<file path="src/rtl/alu_seq_pkg.sv">
// Shared constants for the sequential ALU: opcodes, FSM states and NZP flag bit positions.
package alu_seq_pkg;

    localparam logic [2:0] OP_ADD = 3'b000;
    localparam logic [2:0] OP_SUB = 3'b001;
    localparam logic [2:0] OP_MUL = 3'b010;
    localparam logic [2:0] OP_DIV = 3'b011;
    localparam logic [2:0] OP_REM = 3'b100;
    localparam logic [2:0] OP_CMP = 3'b101;

    typedef enum logic [1:0] {
        ST_IDLE = 2'd0,
        ST_BUSY = 2'd1,
        ST_DONE = 2'd2
    } state_t;

    localparam int NZP_N = 2;
    localparam int NZP_Z = 1;
    localparam int NZP_P = 0;

endpackage

</file>
<file path="src/rtl/alu_seq_step.sv">
// One iteration of shift-add multiply (LSB first) or restoring divide (MSB first).
// Purely combinational; the caller owns all state.
module alu_seq_step #(
    parameter int WIDTH = 8
) (
    input  logic                 div_mode_i,
    input  logic [2*WIDTH-1:0]   acc_i,
    input  logic [WIDTH:0]       rem_i,
    input  logic [WIDTH-1:0]     quo_i,
    input  logic [WIDTH-1:0]     opnd_i,
    output logic [2*WIDTH-1:0]   acc_o,
    output logic [WIDTH:0]       rem_o,
    output logic [WIDTH-1:0]     quo_o
);

    logic [WIDTH:0]     mul_sum;
    logic [2*WIDTH-1:0] mul_next;
    logic [WIDTH+1:0]   div_shift;
    logic [WIDTH:0]     div_diff;
    logic               div_ge;

    // Multiplier sits in the low half of acc and is consumed from bit 0 as the product shifts in.
    always_comb begin
        mul_sum  = {1'b0, acc_i[2*WIDTH-1:WIDTH]} + (acc_i[0] ? {1'b0, opnd_i} : '0);
        mul_next = {mul_sum, acc_i[WIDTH-1:1]};
    end

    always_comb begin
        div_shift = {rem_i, quo_i[WIDTH-1]};
        div_ge    = (div_shift >= {2'b00, opnd_i});
        div_diff  = div_shift[WIDTH:0] - {1'b0, opnd_i};
    end

    always_comb begin
        acc_o = acc_i;
        rem_o = rem_i;
        quo_o = quo_i;
        if (div_mode_i) begin
            rem_o = div_ge ? div_diff : div_shift[WIDTH:0];
            quo_o = {quo_i[WIDTH-2:0], div_ge};
        end else begin
            acc_o = mul_next;
        end
    end

endmodule

</file>
<file path="src/rtl/alu_seq.sv">
// Multi-cycle integer ALU with valid/ready handshakes; MUL/DIV/REM iterate one bit per cycle.
module alu_seq
    import alu_seq_pkg::*;
#(
    parameter int WIDTH = 8
) (
    input  logic              clk,
    input  logic              reset,
    input  logic              in_valid,
    output logic              in_ready,
    input  logic [2:0]        op,
    input  logic [WIDTH-1:0]  rs,
    input  logic [WIDTH-1:0]  rt,
    output logic              out_valid,
    input  logic              out_ready,
    output logic [WIDTH-1:0]  result,
    output logic [2:0]        nzp,
    output logic              ovf
);

    localparam int CNT_W = $clog2(WIDTH) + 1;

    state_t               state_q, state_d;
    logic [2:0]           op_q, op_d;
    logic [WIDTH-1:0]     opnd_q, opnd_d;
    logic [CNT_W-1:0]     cnt_q, cnt_d;
    logic [2*WIDTH-1:0]   acc_q, acc_d;
    logic [WIDTH:0]       rem_q, rem_d;
    logic [WIDTH-1:0]     quo_q, quo_d;
    logic [WIDTH-1:0]     result_q, result_d;
    logic [2:0]           nzp_q, nzp_d;
    logic                 ovf_q, ovf_d;

    logic [2*WIDTH-1:0]   step_acc;
    logic [WIDTH:0]       step_rem;
    logic [WIDTH-1:0]     step_quo;

    alu_seq_step #(.WIDTH(WIDTH)) u_step (
        .div_mode_i (op_q != OP_MUL),
        .acc_i      (acc_q),
        .rem_i      (rem_q),
        .quo_i      (quo_q),
        .opnd_i     (opnd_q),
        .acc_o      (step_acc),
        .rem_o      (step_rem),
        .quo_o      (step_quo)
    );

    always_ff @(posedge clk or posedge reset) begin
        if (reset) begin
            state_q  <= ST_IDLE;
            op_q     <= '0;
            opnd_q   <= '0;
            cnt_q    <= '0;
            acc_q    <= '0;
            rem_q    <= '0;
            quo_q    <= '0;
            result_q <= '0;
            nzp_q    <= '0;
            ovf_q    <= 1'b0;
        end else begin
            state_q  <= state_d;
            op_q     <= op_d;
            opnd_q   <= opnd_d;
            cnt_q    <= cnt_d;
            acc_q    <= acc_d;
            rem_q    <= rem_d;
            quo_q    <= quo_d;
            result_q <= result_d;
            nzp_q    <= nzp_d;
            ovf_q    <= ovf_d;
        end
    end

    always_comb begin
        state_d  = state_q;
        op_d     = op_q;
        opnd_d   = opnd_q;
        cnt_d    = cnt_q;
        acc_d    = acc_q;
        rem_d    = rem_q;
        quo_d    = quo_q;
        result_d = result_q;
        nzp_d    = nzp_q;
        ovf_d    = ovf_q;

        case (state_q)
            ST_IDLE: begin
                if (in_valid) begin
                    op_d     = op;
                    cnt_d    = '0;
                    result_d = '0;
                    nzp_d    = '0;
                    ovf_d    = 1'b0;
                    state_d  = ST_DONE;
                    case (op)
                        OP_ADD: {ovf_d, result_d} = {1'b0, rs} + {1'b0, rt};
                        OP_SUB: begin
                            result_d = rs - rt;
                            ovf_d    = (rs < rt);
                        end
                        OP_CMP: begin
                            nzp_d[NZP_N] = (rs < rt);
                            nzp_d[NZP_Z] = (rs == rt);
                            nzp_d[NZP_P] = (rs > rt);
                        end
                        OP_MUL: begin
                            opnd_d  = rs;
                            acc_d   = {{WIDTH{1'b0}}, rt};
                            state_d = ST_BUSY;
                        end
                        OP_DIV, OP_REM: begin
                            // Divide by zero short-circuits to a fixed answer in one cycle.
                            if (rt == '0) begin
                                result_d = (op == OP_DIV) ? '1 : rs;
                                ovf_d    = 1'b1;
                            end else begin
                                opnd_d  = rt;
                                rem_d   = '0;
                                quo_d   = rs;
                                state_d = ST_BUSY;
                            end
                        end
                        default: ;
                    endcase
                end
            end

            ST_BUSY: begin
                acc_d = step_acc;
                rem_d = step_rem;
                quo_d = step_quo;
                cnt_d = cnt_q + CNT_W'(1);
                if (cnt_q == CNT_W'(WIDTH - 1)) begin
                    state_d = ST_DONE;
                    cnt_d   = cnt_q;
                    case (op_q)
                        OP_MUL: begin
                            result_d = step_acc[WIDTH-1:0];
                            ovf_d    = |step_acc[2*WIDTH-1:WIDTH];
                        end
                        OP_DIV:  result_d = step_quo;
                        default: result_d = step_rem[WIDTH-1:0];
                    endcase
                end
            end

            ST_DONE: begin
                if (out_ready) state_d = ST_IDLE;
            end

            default: state_d = ST_IDLE;
        endcase
    end

    assign in_ready  = (state_q == ST_IDLE);
    assign out_valid = (state_q == ST_DONE);
    assign result    = result_q;
    assign nzp       = nzp_q;
    assign ovf       = ovf_q;

endmodule

</file>
<file path="config.mk">
export PLATFORM = sky130hd
export DESIGN_NAME = alu_seq
export DESIGN_NICKNAME = d
export VERILOG_FILES = /design/src/rtl/alu_seq_pkg.sv /design/src/rtl/alu_seq_step.sv /design/src/rtl/alu_seq.sv
export SDC_FILE = /design/constraint.sdc
export NUM_CORES = 1
export LEC_CHECK = 0
export CAP_MARGIN = 5
export CORE_UTILIZATION = 40
export CTS_CLUSTER_SIZE = 16
export DETAILED_ROUTE_END_ITERATION = 16
export HOLD_SLACK_MARGIN = 0.02
export SLEW_MARGIN = 30
export SYNTH_ARGS = -nofsm -noshare
export SYNTH_HDL_FRONTEND = slang
export SYNTH_SLANG_ARGS = --single-unit
</file>
<file path="constraint.sdc">
create_clock -name clk -period 3.8 [get_ports clk]
set_clock_uncertainty 0.2 [all_clocks]
set_input_delay 0.38 -clock clk [delete_from_list [all_inputs] [get_ports clk]]
set_output_delay 0.38 -clock clk [all_outputs]
set_load 0.02 [all_outputs]
</file>
; After elaboration in Yosys (flattened, before gate mapping)
; Index checks and enable logic that the tools add are counted.
[word_totals]
input_bits = 23
elab_cells = 98
register_bits = 62
[classes]
n_mux = 41
addsub = 5
eq_ne = 22
n_lt_le_gt_ge = 3
n_reduce_logical = 16
[ops]
columns = operator, count
row1 = 8-bit 2-to-1 mux, 10
row2 = 8-bit one-hot mux with 2 select lines, 4
row3 = 16-bit 2-to-1 mux, 3
row4 = 9-bit 2-to-1 mux, 5
row5 = 16-bit one-hot mux with 2 select lines, 1
row6 = 8-bit one-hot mux with 3 select lines, 1
row7 = 9-bit one-hot mux with 2 select lines, 1
row8 = "3-bit by 2-bit equality test with 1-bit output, second input constant", 4
row9 = "2-bit != test, second input constant", 6
row10 = 3-bit AND reduction, 4
row11 = 4-bit AND reduction, 3
row12 = 10-bit by 8-bit greater-or-equal comparator with 1-bit output, 1
row13 = 8-bit by 8-bit adder with 9-bit output, 1
row14 = 8-bit by 9-bit adder with 9-bit output, 1
row15 = 9-bit by 8-bit subtractor with 9-bit output, 1
row16 = 8-bit equality test, 1
row17 = 8-bit > comparator, 1
row18 = 8-bit zero test, 1
row19 = 8-bit < comparator, 1
row20 = 2-bit 2-to-1 mux, 4
row21 = 4-bit 2-to-1 mux, 2
row22 = "2-bit by 1-bit != test with 1-bit output, second input constant", 4
row23 = 4-bit one-hot mux with 2 select lines, 1
row24 = 8-bit OR reduction, 1
row25 = other kinds (20), 25

; Depth between registers and ports, before layout
[logic_depth]
word_depth = 7
ltp_mapped = 11

; Hierarchy
; Synthesis repeated with hierarchy kept, for this count alone.
[unflattened]
hier_cells = 609
hier_area_um2 = 5086.1
[by_module_without_submodules]
columns = module, instances, area_per_inst_um2, cells_each
row1 = alu_seq, 1, 3907.5, 450
row2 = alu_seq_step, 1, 1178.6, 159

; Least setup slack after synthesis
; No wires, ideal clock.
[synth_path]
path_kind = register to register
start = reg quo_q[7]
end = reg result_q[2] (netlist: result[2])
path_stages_with_launch = 12
slack_ns = 1.088
setup_time_ns = 0.126
path_buffers = 1
arrival_time_ns = 2.386
synth_period_minus_slack_ns = 2.712
cell_sequence = dfrtp_1 > inv_1 > ha_1 > inv_1 > fa_1 > a211oi_2 > nor3_2 > nor4b_4 > buf_6 > mux2i_1 > nor2_1 > o32a_1
[synth_between]
elab_chain_cells = 6
[synth_lines]
columns = element, line
row1 = start: declaration, alu_seq.sv:29  ; logic [WIDTH-1:0] quo_q, quo_d;
row2 = start signal: assignment, alu_seq.sv:68  ; quo_q <= quo_d;
row3 = 9-bit by 8-bit subtractor with 9-bit output / 10-bit by 8-bit greater-or-equal comparator with 1-bit output (equally long branches), "alu_seq_step.sv:31, alu_seq_step.sv:30"
row4 = 9-bit 2-to-1 mux *, alu_seq_step.sv:39  ; rem_o = div_ge ? div_diff : div_shift[WIDTH:0];
row5 = 9-bit 2-to-1 mux *, alu_seq_step.sv:38  ; if (div_mode_i) begin
row6 = 8-bit one-hot mux with 2 select lines *, alu_seq.sv:137  ; case (op_q)
row7 = 8-bit 2-to-1 mux *, alu_seq.sv:134  ; if (cnt_q == CNT_W'(WIDTH - 1)) begin
row8 = 8-bit one-hot mux with 2 select lines *, alu_seq.sv:87  ; case (state_q)
row9 = end signal: assignment, alu_seq.sv:69  ; result_q <= result_d;
row10 = end: declaration, alu_seq.sv:30  ; logic [WIDTH-1:0] result_q, result_d;
; Every way passes the cells marked *; elsewhere a longest branch is shown, timed or not. The select of a mux whose other input is x is not followed.
; A chain may end at the register's enable or synchronous reset.

; Final worst setup path
[layout_path]
start = reg quo_q[7]
end = reg result_q[7] (netlist: result[7])
[layout_between]
elab_chain_cells = 6
[layout_lines]
columns = element, line
row1 = 9-bit by 8-bit subtractor with 9-bit output / 10-bit by 8-bit greater-or-equal comparator with 1-bit output (equally long branches), "alu_seq_step.sv:31, alu_seq_step.sv:30"
row2 = 9-bit 2-to-1 mux, alu_seq_step.sv:39
row3 = 9-bit 2-to-1 mux, alu_seq_step.sv:38
row4 = 8-bit one-hot mux with 2 select lines *, alu_seq.sv:137
row5 = 8-bit 2-to-1 mux *, alu_seq.sv:134
row6 = 8-bit one-hot mux with 2 select lines *, alu_seq.sv:87
; Marked as above.

==> results.md <==
- Yosys top cell by area: dfrtp_1
- Synth cell types: 69
- Power Density: 742.2 nW/um^2
- FFs w/ async S/R, synth: 100.0%
- Global Route Usage Sum: 24.99%
- DRC violations left: 0
- Post-Syn Nets: 614
- Switching part of the total power: 44.37%
- Clk_lat worst skew: 330 ps
- Layout cells sized above 1: 9.428%
- Post-synthesis sequential area ratio: 32.26%
- Synthesized flop and latch total: 62
- Die X: 111.7 um
- Slew headroom: 41.43%
- Vias: 4475
- Sink Count: 62
- Ys Warns: 0
- Cts bufs inserted: 9
- GPL Wtd Cong: 0.9511
- Max Slew Vio Count: 0
- N_diodes: 0
- Total internal power: 2.314 mW
- Design area: 5604 sq um
- Top cells by area, synth: dfrtp_1, ha_1, nand2_1
- Vias in the first global route: 4561
- First-pass GRT wire length: 24250 um
- Setup tns final: 0 ps
- # hold bufs at CTS: 0
- Comb pwr share: 53.0%
- Critical path fanouts, max: 7
- Fin crit period: 3230 ps
- DR WL/cell: 20.27 um
- Nets@finish: 651
- Area Growth Syn to Fin: 16.52%
- Largest net degree at the start of global routing: 46
- Postcts setup bufs: 0
- Netlist Area Pre-Place: 4810 sq um
- Post-DP Area: 5329 sq um
- Initial Util: 41.59%
- Dpl cells: 723
- Max Fclk: 309.6 MHz
- Core area: 11560 sq um
- PortBufs: 36
- Routed vias/inst: 6.072
- Final setup fails: 0
- Synth Flop Type: dfrtp_1
- Net Switching: 1.845 mW
- Initial DRT Pass Iterations: 7
- Mean post-synth cell area: 8.682 sq um
- Total of max-cap violations: 0
- Required time worst endpoint: 3780 ps
- Reg power frac: 28.4%
- Critical Path Sink Type: flop
- Crit path DAT: 3210 ps
- HP Class: in -> async
- Startpoint Class: flop
- Number of H-tree levels: 3
- IO Count: 37
- DRT iter0 DRCs: 381
- CTS tree: yes
- Die Ht: 111.7 um
- Clk buf depth: 2
- Initial antenna violation count: 0
- Mapped Cells: 554
- Final Cycle Share: 84.99%
- Post-cts sizing count: 0
- Unrepaired setup endpoints after global routing: false
- # rows: 39
- Outcome: completed
- CP Class: reg -> reg
- Detailed Place HPWL: 11590 um
- Post-synth EDFFs: 0
- Die ar.: 12470 sq um
- Root Buffer: clkbuf_16
- Gr ovfl total: 0
- Worst-Margin Slew: 871.9 ps
- Routed WL: 14940 um
- Top cell type's share of synthesized area: 32.26%
- Clk slew on worst S/H paths: 60 ps
- Fin. Hold Viols: 0
- Share of power burned in the clock network: 18.7%
- Antenna-violating nets left: 0
- Leakage power: 2.556 nW
- VDD IR max: 0.2756 mV
- Fin cells: 737
==> power by group through the flow <==
stage	Clock [mW]	Combinational, mW	Sequential, mW
floorplan	0	1.57	1.10
global placement	0	2.16	1.18
detailed placement	0	2.19	1.18
CTS	0.780	2.20	1.18
global route	0.805	2.43	1.21
finish	0.777	2.20	1.18
==> layer usage <==
metal | vias to the layer above | part of all wire [%] | track usage, %
li1 | 2106 | - | -
met1 | 2178 | 43 | 32.07
met2 | 159 | 49 | 43.02
met3 | 32 | 4.7 | 2.286
met4 | 0 | 3.3 | 10.54
met5 | - | 0 | 0
==> state kept, by name (all words and copies together) (netlist names) <==
| name | count |
|---|---|
| acc_q | 16 |
| state_q | 2 |
| cnt_q | 4 |
| op_q | 3 |
| ovf | 1 |
| opnd_q | 8 |
| quo_q | 8 |
| rem_q | 9 |
| result | 8 |
| nzp | 3 |
==> critical path: stages (launching register included) <==
cell and delay [ps]:
dfrtp_1 380, inv_1 80, ha_1 160, inv_1 50, fa_1 420, a211oi_2 330, nor3_2 110, nor4b_4 450
buf_4 270, mux2i_1 430, o221ai_1 200
==> layout by cell type, fill, tap and decap left out, types with 16 or more instances in the layout <==
master and n:
o21ai_0 35, inv_1 43, ha_1 33, nor2_1 42
dfrtp_1 62, a21oi_1 23, nand2_1 56, clkdlybuf4s50_1 36
nor3_1 16, mux2i_1 19
==> through the flow <==
step | total power [mW] | hold slack (ps) | util [%] | worst slack [ps]
global route | 4.447 | 208.3 | 48.46 | 451.2
detailed placement | 3.368 | 261.9 | 46.08 | 518.1
global placement | 3.335 | 253.6 | 46.08 | 567.7
floorplan | 2.674 | 237.4 | - | 1088
finish | 4.160 | 155.2 | 48.46 | 570.2
CTS | 4.151 | 174.1 | 48.46 | 636.6
==> cell type report <==
| class | count | area, sq um |
|---|---|---|
| fill | 1142 | 5961 |
| clock inverter | 1 | 5.005 |
| tap | 143 | 178.9 |
| multi-input combinational | 424 | 2968 |
| sequential | 62 | 1551 |
| clock buffer | 13 | 270.3 |
| inverter | 44 | 165.2 |
| timing repair buffer | 50 | 465.4 |
==> synthesized netlist by cell type, types with 3 or more instances <==
library cell,instances
a211o_1,5
a211oi_1,6
a21oi_1,23
a221oi_1,5
a222oi_1,10
a22o_1,7
a22oi_1,4
a31o_2,3
and2_1,11
and3b_1,3
buf_2,7
buf_6,3
clkbuf_1,12
dfrtp_1,62
fa_1,4
ha_1,33
inv_1,44
mux2_2,4
mux2i_1,19
nand2_1,56
nand2b_1,8
nand3_1,9
nand4_1,7
nor2_1,42
nor2_2,3
nor2b_1,6
nor3_1,16
nor3b_1,4
o211ai_1,6
o21a_1,6
o21ai_0,36
o21ai_1,6
o21bai_1,5
o221ai_1,3
o22ai_1,10
o31ai_1,3
or3_1,5
or4_1,5
xnor2_1,6
xor2_1,7
==> worst paths after layout <==
kind	depth (start not counted)	slack, ps	from	end
max	10	570	quo_q[7]	result[7]
min	2	160	reset	acc_q[10]
max reg2reg	10	570	quo_q[7]	result[7]
min reg2reg	2	280	op_q[1]	op_q[1]
max in group asynchronous	3	2310	reset	nzp[1]
min in group clk	2	280	op_q[1]	op_q[1]
==> kinds of logic (layout without fill, tap and decap cells) <==
logic type | count (synthesis) | after routing | synth area share [%]
compound gates | 162 | 162 | 23.88
fa+ha+maj | 37 | 37 | 10.25
buf+inv | 68 | 108 | 6.035
xor+xnor | 13 | 13 | 2.367
simple gates | 188 | 188 | 20.08
mux | 24 | 24 | 5.125
flops | 62 | 62 | 32.26
No activity file was read; power rests on OpenSTA's default activity.
